File: config.mk
export PLATFORM = sky130hd
export DESIGN_NAME = gray_counter_hs
export DESIGN_NICKNAME = d
export VERILOG_FILES = /design/src/rtl/gray_pkg.sv /design/src/rtl/bin_to_gray.sv /design/src/rtl/gray_counter_hs.sv
export SDC_FILE = /design/constraint.sdc
export NUM_CORES = 1
export LEC_CHECK = 0
export CORE_AREA = 2 2 39 41
export CTS_CLUSTER_DIAMETER = 100
export DETAILED_ROUTE_END_ITERATION = 6
export DIE_AREA = 0 0 41 43
export PLACE_DENSITY = 0.76
export SKIP_LAST_GASP = 1
export SLEW_MARGIN = 40
export SYNTH_ARGS = -nofsm -noshare
export SYNTH_HDL_FRONTEND = slang
export SYNTH_SLANG_ARGS = --single-unit
File: constraint.sdc
create_clock -name clk -period 1.85 [get_ports clk]
set_input_delay 0.37 -clock clk [delete_from_list [all_inputs] [get_ports clk]]
set_output_delay 0.37 -clock clk [all_outputs]
set_load 0.01 [all_outputs]
File: src/rtl/gray_pkg.sv
// Shared definitions for the handshaked Gray-code counter.
//   WIDTH_DEFAULT : default counter / code width
//   state_e       : handshake FSM states (IDLE = nothing offered, RUN = code offered)
//   bin2gray      : binary to reflected-binary Gray conversion (up to 16 bits)
package gray_pkg;

  localparam int unsigned WIDTH_DEFAULT = 4;

  typedef enum logic {
    IDLE = 1'b0,
    RUN  = 1'b1
  } state_e;

  function automatic logic [15:0] bin2gray(input logic [15:0] bin);
    return bin ^ (bin >> 1);
  endfunction

endpackage

File: src/rtl/bin_to_gray.sv
// Combinational binary to Gray converter.
//   WIDTH  : code width in bits (2..16)
//   bin_i  : binary input
//   gray_o : Gray code of bin_i
module bin_to_gray
  import gray_pkg::*;
#(
  parameter int unsigned WIDTH = WIDTH_DEFAULT
) (
  input  logic [WIDTH-1:0] bin_i,
  output logic [WIDTH-1:0] gray_o
);

  logic [15:0] gray_full;

  always_comb begin
    gray_full = bin2gray(16'(bin_i));
    gray_o    = gray_full[WIDTH-1:0];
  end

endmodule

File: src/rtl/gray_counter_hs.sv
// Up/down binary counter presenting its value as a registered Gray code over a
// valid/ready handshake. Each accepted code steps the count; a synchronous load
// overrides stepping. tc pulses alongside the code produced by a wrapping step.
//
// Optional feature: define GRAY_COUNTER_CHECK_EN to add the gray_err output, a
// sticky flag raised when two successive step-produced codes do not differ in
// exactly one bit (loads are not checked).
//
// Ports:
//   clk       : clock, rising edge
//   rst       : asynchronous active-high reset
//   en        : run request / count enable
//   up_dn     : direction, 1 = increment, 0 = decrement (sampled on transfer only)
//   load      : synchronous load strobe
//   load_val  : binary value to load
//   gray_out  : registered Gray code of the internal count
//   out_valid : gray_out is offered for transfer
//   out_ready : consumer accepts gray_out this cycle
//   tc        : one-cycle terminal-count (wrap) pulse
//   gray_err  : (GRAY_COUNTER_CHECK_EN only) sticky Gray-step violation flag
module gray_counter_hs
  import gray_pkg::*;
#(
  parameter int unsigned WIDTH = WIDTH_DEFAULT
) (
  input  logic             clk,
  input  logic             rst,
  input  logic             en,
  input  logic             up_dn,
  input  logic             load,
  input  logic [WIDTH-1:0] load_val,
  output logic [WIDTH-1:0] gray_out,
  output logic             out_valid,
  input  logic             out_ready,
  output logic             tc
`ifdef GRAY_COUNTER_CHECK_EN
  ,
  output logic             gray_err
`endif
);

  state_e           state_q, state_d;
  logic [WIDTH-1:0] bin_q, bin_d;
  logic [WIDTH-1:0] gray_q, gray_d;
  logic             tc_q, tc_d;
  logic             xfer;
  logic             step;
  logic             wrap;

  always_comb begin
    xfer = (state_q == RUN) && out_ready;
    // A load wins over the step but the transfer itself still completes.
    step = xfer && !load;
    wrap = up_dn ? (bin_q == {WIDTH{1'b1}}) : (bin_q == {WIDTH{1'b0}});

    bin_d = bin_q;
    if (load) begin
      bin_d = load_val;
    end else if (xfer) begin
      bin_d = up_dn ? (bin_q + 1'b1) : (bin_q - 1'b1);
    end

    tc_d = step && wrap;

    state_d = state_q;
    unique case (state_q)
      IDLE: if (en) state_d = RUN;
      RUN:  if (xfer && !en) state_d = IDLE;
      default: state_d = IDLE;
    endcase
  end

  // Converting the next-state count keeps gray_out aligned with bin_q.
  bin_to_gray #(
    .WIDTH(WIDTH)
  ) u_bin_to_gray (
    .bin_i (bin_d),
    .gray_o(gray_d)
  );

  always_ff @(posedge clk or posedge rst) begin
    if (rst) begin
      state_q <= IDLE;
      bin_q   <= '0;
      gray_q  <= '0;
      tc_q    <= 1'b0;
    end else begin
      state_q <= state_d;
      bin_q   <= bin_d;
      gray_q  <= gray_d;
      tc_q    <= tc_d;
    end
  end

  assign gray_out  = gray_q;
  assign out_valid = (state_q == RUN);
  assign tc        = tc_q;

`ifdef GRAY_COUNTER_CHECK_EN
  logic [WIDTH-1:0] gray_prev_q;
  logic             step_q;
  logic             err_q;

  // Compare the presented code against the one it replaced, one cycle after
  // each step, so the check sees what actually left the register.
  always_ff @(posedge clk or posedge rst) begin
    if (rst) begin
      gray_prev_q <= '0;
      step_q      <= 1'b0;
      err_q       <= 1'b0;
    end else begin
      step_q <= step;
      if (step) gray_prev_q <= gray_q;
      if (step_q && ($countones(gray_q ^ gray_prev_q) != 1)) err_q <= 1'b1;
    end
  end

  assign gray_err = err_q;
`endif

endmodule
==> impl_metrics.tcl <==
set metrics [dict create \
    final_min_period_over_clock_period_pct 88.7 \
    timing.critical_path.required_ns 2.03 \
    power_per_cell_area_nw_per_um2 822 \
    worstSetupStartpointType "register" \
    clock-root-buffer "clkbuf_4" \
    numPlacedInstances 88 \
    setup_viol_count_final 0 \
    drv_cap 0 \
    postRouteWirelength_mm 1.07 \
    worst_ep_arrival_time_ns 1.82 \
    vdd_ir_drop_max_mv 0.373 \
    number_of_warning_messages_in_the_yosys_log 0 \
    areaGrowthSynthToFinish_pct 50.0 \
    drt_iter0_drc 9 \
    timing.max_slew.rel_slack_pct 76.7 \
    fp.dieH_um 43 \
    htree_num_levels 1 \
    clock_skew_ns 0.00315 \
    grt_usage_pct 14.5 \
    count_of_different_cell_masters_after_synthesis 22 \
    post_layout_nonfiller_instances 93 \
    timing_worst_slew_pin_value_ns 0.349 \
    tritoncts "done" \
    antenna_left 0 \
    clock_insertion_delay_worst_skew_ns 0.26 \
    met3WireLength_um 73 \
    die_w_um 41 \
    post-layout-total-power_mw 0.620 \
    gp_congestion 0.728 \
    final_core_util_pct 54.5 \
    route.detailed.wl_per_inst_um 11.5 \
    die-area_um2 1760 \
    antenna_found_initial 0 \
    synth_area_um2 503 \
    setup.worst_path.end_class "register" \
    rsz0062_at_grt "false" \
    drt_pass1_iterations 4 \
    ys_ff_latch 9 \
    number_of_standard_cell_rows_in_the_floorplan 14 \
    boundaryPins 16 \
    cts.reportedPaths.clkPinSlew_ns 0.06 \
    nets 91 \
    clock-sinks 9 \
    half_perimeter_wire_length_after_placement_um 778 \
    clk_path_buf_depth 2 \
    first_global_vias 392 \
    cts_inserted_buffers 3 \
    max_clock_freq_ghz 0.609 \
    synthesis.area_per_instance_um2 9.49 \
    status "complete, no violations" \
    port_buffers 15 \
    remaining_global_route_overflow 0 \
    detail_route.drc_violations 0 \
    grt_first_pass_wirelength_mm 1.64 \
    n_antenna_cell 0 \
    flop2flop_setup_slack_ns 0.21 \
    m1WireLength_um 465 \
    drv_slew 0 \
    static-leakage-power_nw 0.351 \
    min_period_ns 1.64 \
    grt_start_max_net_pins 11 \
    min-delay-path-class "in -> async" \
    met2WireLength_um 523 \
    synth_cells 53 \
    synth_sequential_area_ratio_pct 44.8 \
    final_layout_size_suffix_gt1_share_pct 19.5 \
    via_per_inst 4.80 \
    synth_fp_nets 66 \
    holdWs_ns 0.370 \
    worst_setup_path_class "reg -> reg" \
    timing.critical_path.fanout_max 5 \
    via_count 446 \
    core-area_um2 1380 \
    highest_layer "met4" \
    hold_viol_final 0 \
    start_util_pct 36.3 \
]
worst max-delay path: stages, from the launching register on:
cell,delay [ns]
dfrtp_1,0.44
fa_1,0.43
xnor2_1,0.13
nor2_1,0.08
a21oi_1,0.06
o21ai_2,0.26
xor2_1,0.16
cells in the mapped netlist:
cell	instances	share of area, %
dfrtp_1	9	45
a21oi_1	6	6.0
inv_1	5	3.7
nand2_1	4	3.0
o21ai_1	3	3.0
xnor2_1	3	5.2
a21o_1	2	3.0
ha_1	2	5.0
nand3_1	2	2.0
nor2_1	2	1.5
nor3_1	2	2.0
nor4_1	2	2.5
xor2_1	2	3.5
buf_4	1	1.5
clkbuf_1	1	0.75
fa_1	1	4.0
nand2_2	1	1.2
nand3_2	1	2.0
nand4_1	1	1.2
nor3b_1	1	1.5
or3_1	1	1.2
or4_1	1	1.5
layer usage:
| layer | vias up | track usage (%) |
|---|---|---|
| met2 | 16 | 21.9 |
| met4 | 0 | 8.00 |
| li1 | 228 | - |
| met5 | - | 0 |
| met1 | 200 | 17.4 |
| met3 | 2 | 4.71 |
kinds of logic (layout without fill, tap and decap cells):
family / count (synthesis) / in the layout / synth area share [%]
and+or+nand+nor: 18 / 18 / 19.7
AOI/OAI and AO/OA: 11 / 11 / 11.9
DFF: 9 / 9 / 44.8
buffers and inverters: 7 / 31 / 5.97
xor gates and xnor gates: 5 / 5 / 8.71
adders and majority gates: 3 / 3 / 8.95
timing repair:
| item | 4_1_cts | 5_1_grt |
|---|---|---|
| buffers inserted | 1 | 0 |
| endpoints found under the setup margin | 3 | 4 |
| gates resized for setup | 2 | 2 |
| hold buffers | 0 | 0 |
| pin swaps | 0 | 2 |
registers in the layout (all words and copies together), names as in the netlist:
signal,count
out_valid,1
tc,1
gray_out,3
bin_q,4
worst paths after layout:
kind	depth (start not counted)	start	to
max	6	bin_q[0]$_DFF_PP0_	gray_out[2]$_DFF_PP0_
min	2	rst	bin_q[1]$_DFF_PP0_
max reg2reg	6	bin_q[0]$_DFF_PP0_	gray_out[2]$_DFF_PP0_
min reg2reg	1	out_valid$_DFF_PP0_	out_valid$_DFF_PP0_
max in group asynchronous	2	rst	gray_out[2]$_DFF_PP0_
min in group clk	1	out_valid$_DFF_PP0_	out_valid$_DFF_PP0_
power breakdown:
part	leakage [nW]	internal, mW	switching [mW]
combinational	0.227	0.121	0.0934
sequential	0.108	0.230	0.0247
clock	0.0150	0.0831	0.0686
cell type report:
type / instances / area (um2)
multi-input cells: 37 / 259
inverters: 5 / 18.8
flip-flops and latches: 9 / 225
repair buffers: 22 / 205
clock buffers: 4 / 26.3
fillers: 129 / 629
well taps: 16 / 20.0
cells in the final DEF (no fill, tap or decap), drive strengths merged:
master and instances:
clkdlybuf4s50 14, dfrtp 9, buf 7, a21oi 6, nand2 5, inv 5
clkbuf 4, xnor2 3, nand3 3, o21ai 3, nor2 2, xor2 2
nor4 2, nor3 2, a21o 2, ha 2, or4 1, or3 1
nor3b 1, nand4 1, fa 1, dlymetal6s2s 1
stage by stage:
step	area, um2	setup TNS [ns]	setup WS, ns
2_1_floorplan	503	0	0.278
3_3_place_gp	707	-1.24	-0.322
3_5_place_dp	707	-1.28	-0.365
4_1_cts	744	-0.0124	-0.00820
5_1_grt	754	0	0.0723
6_report	754	0	0.208
(Power assumes the default switching activity.)
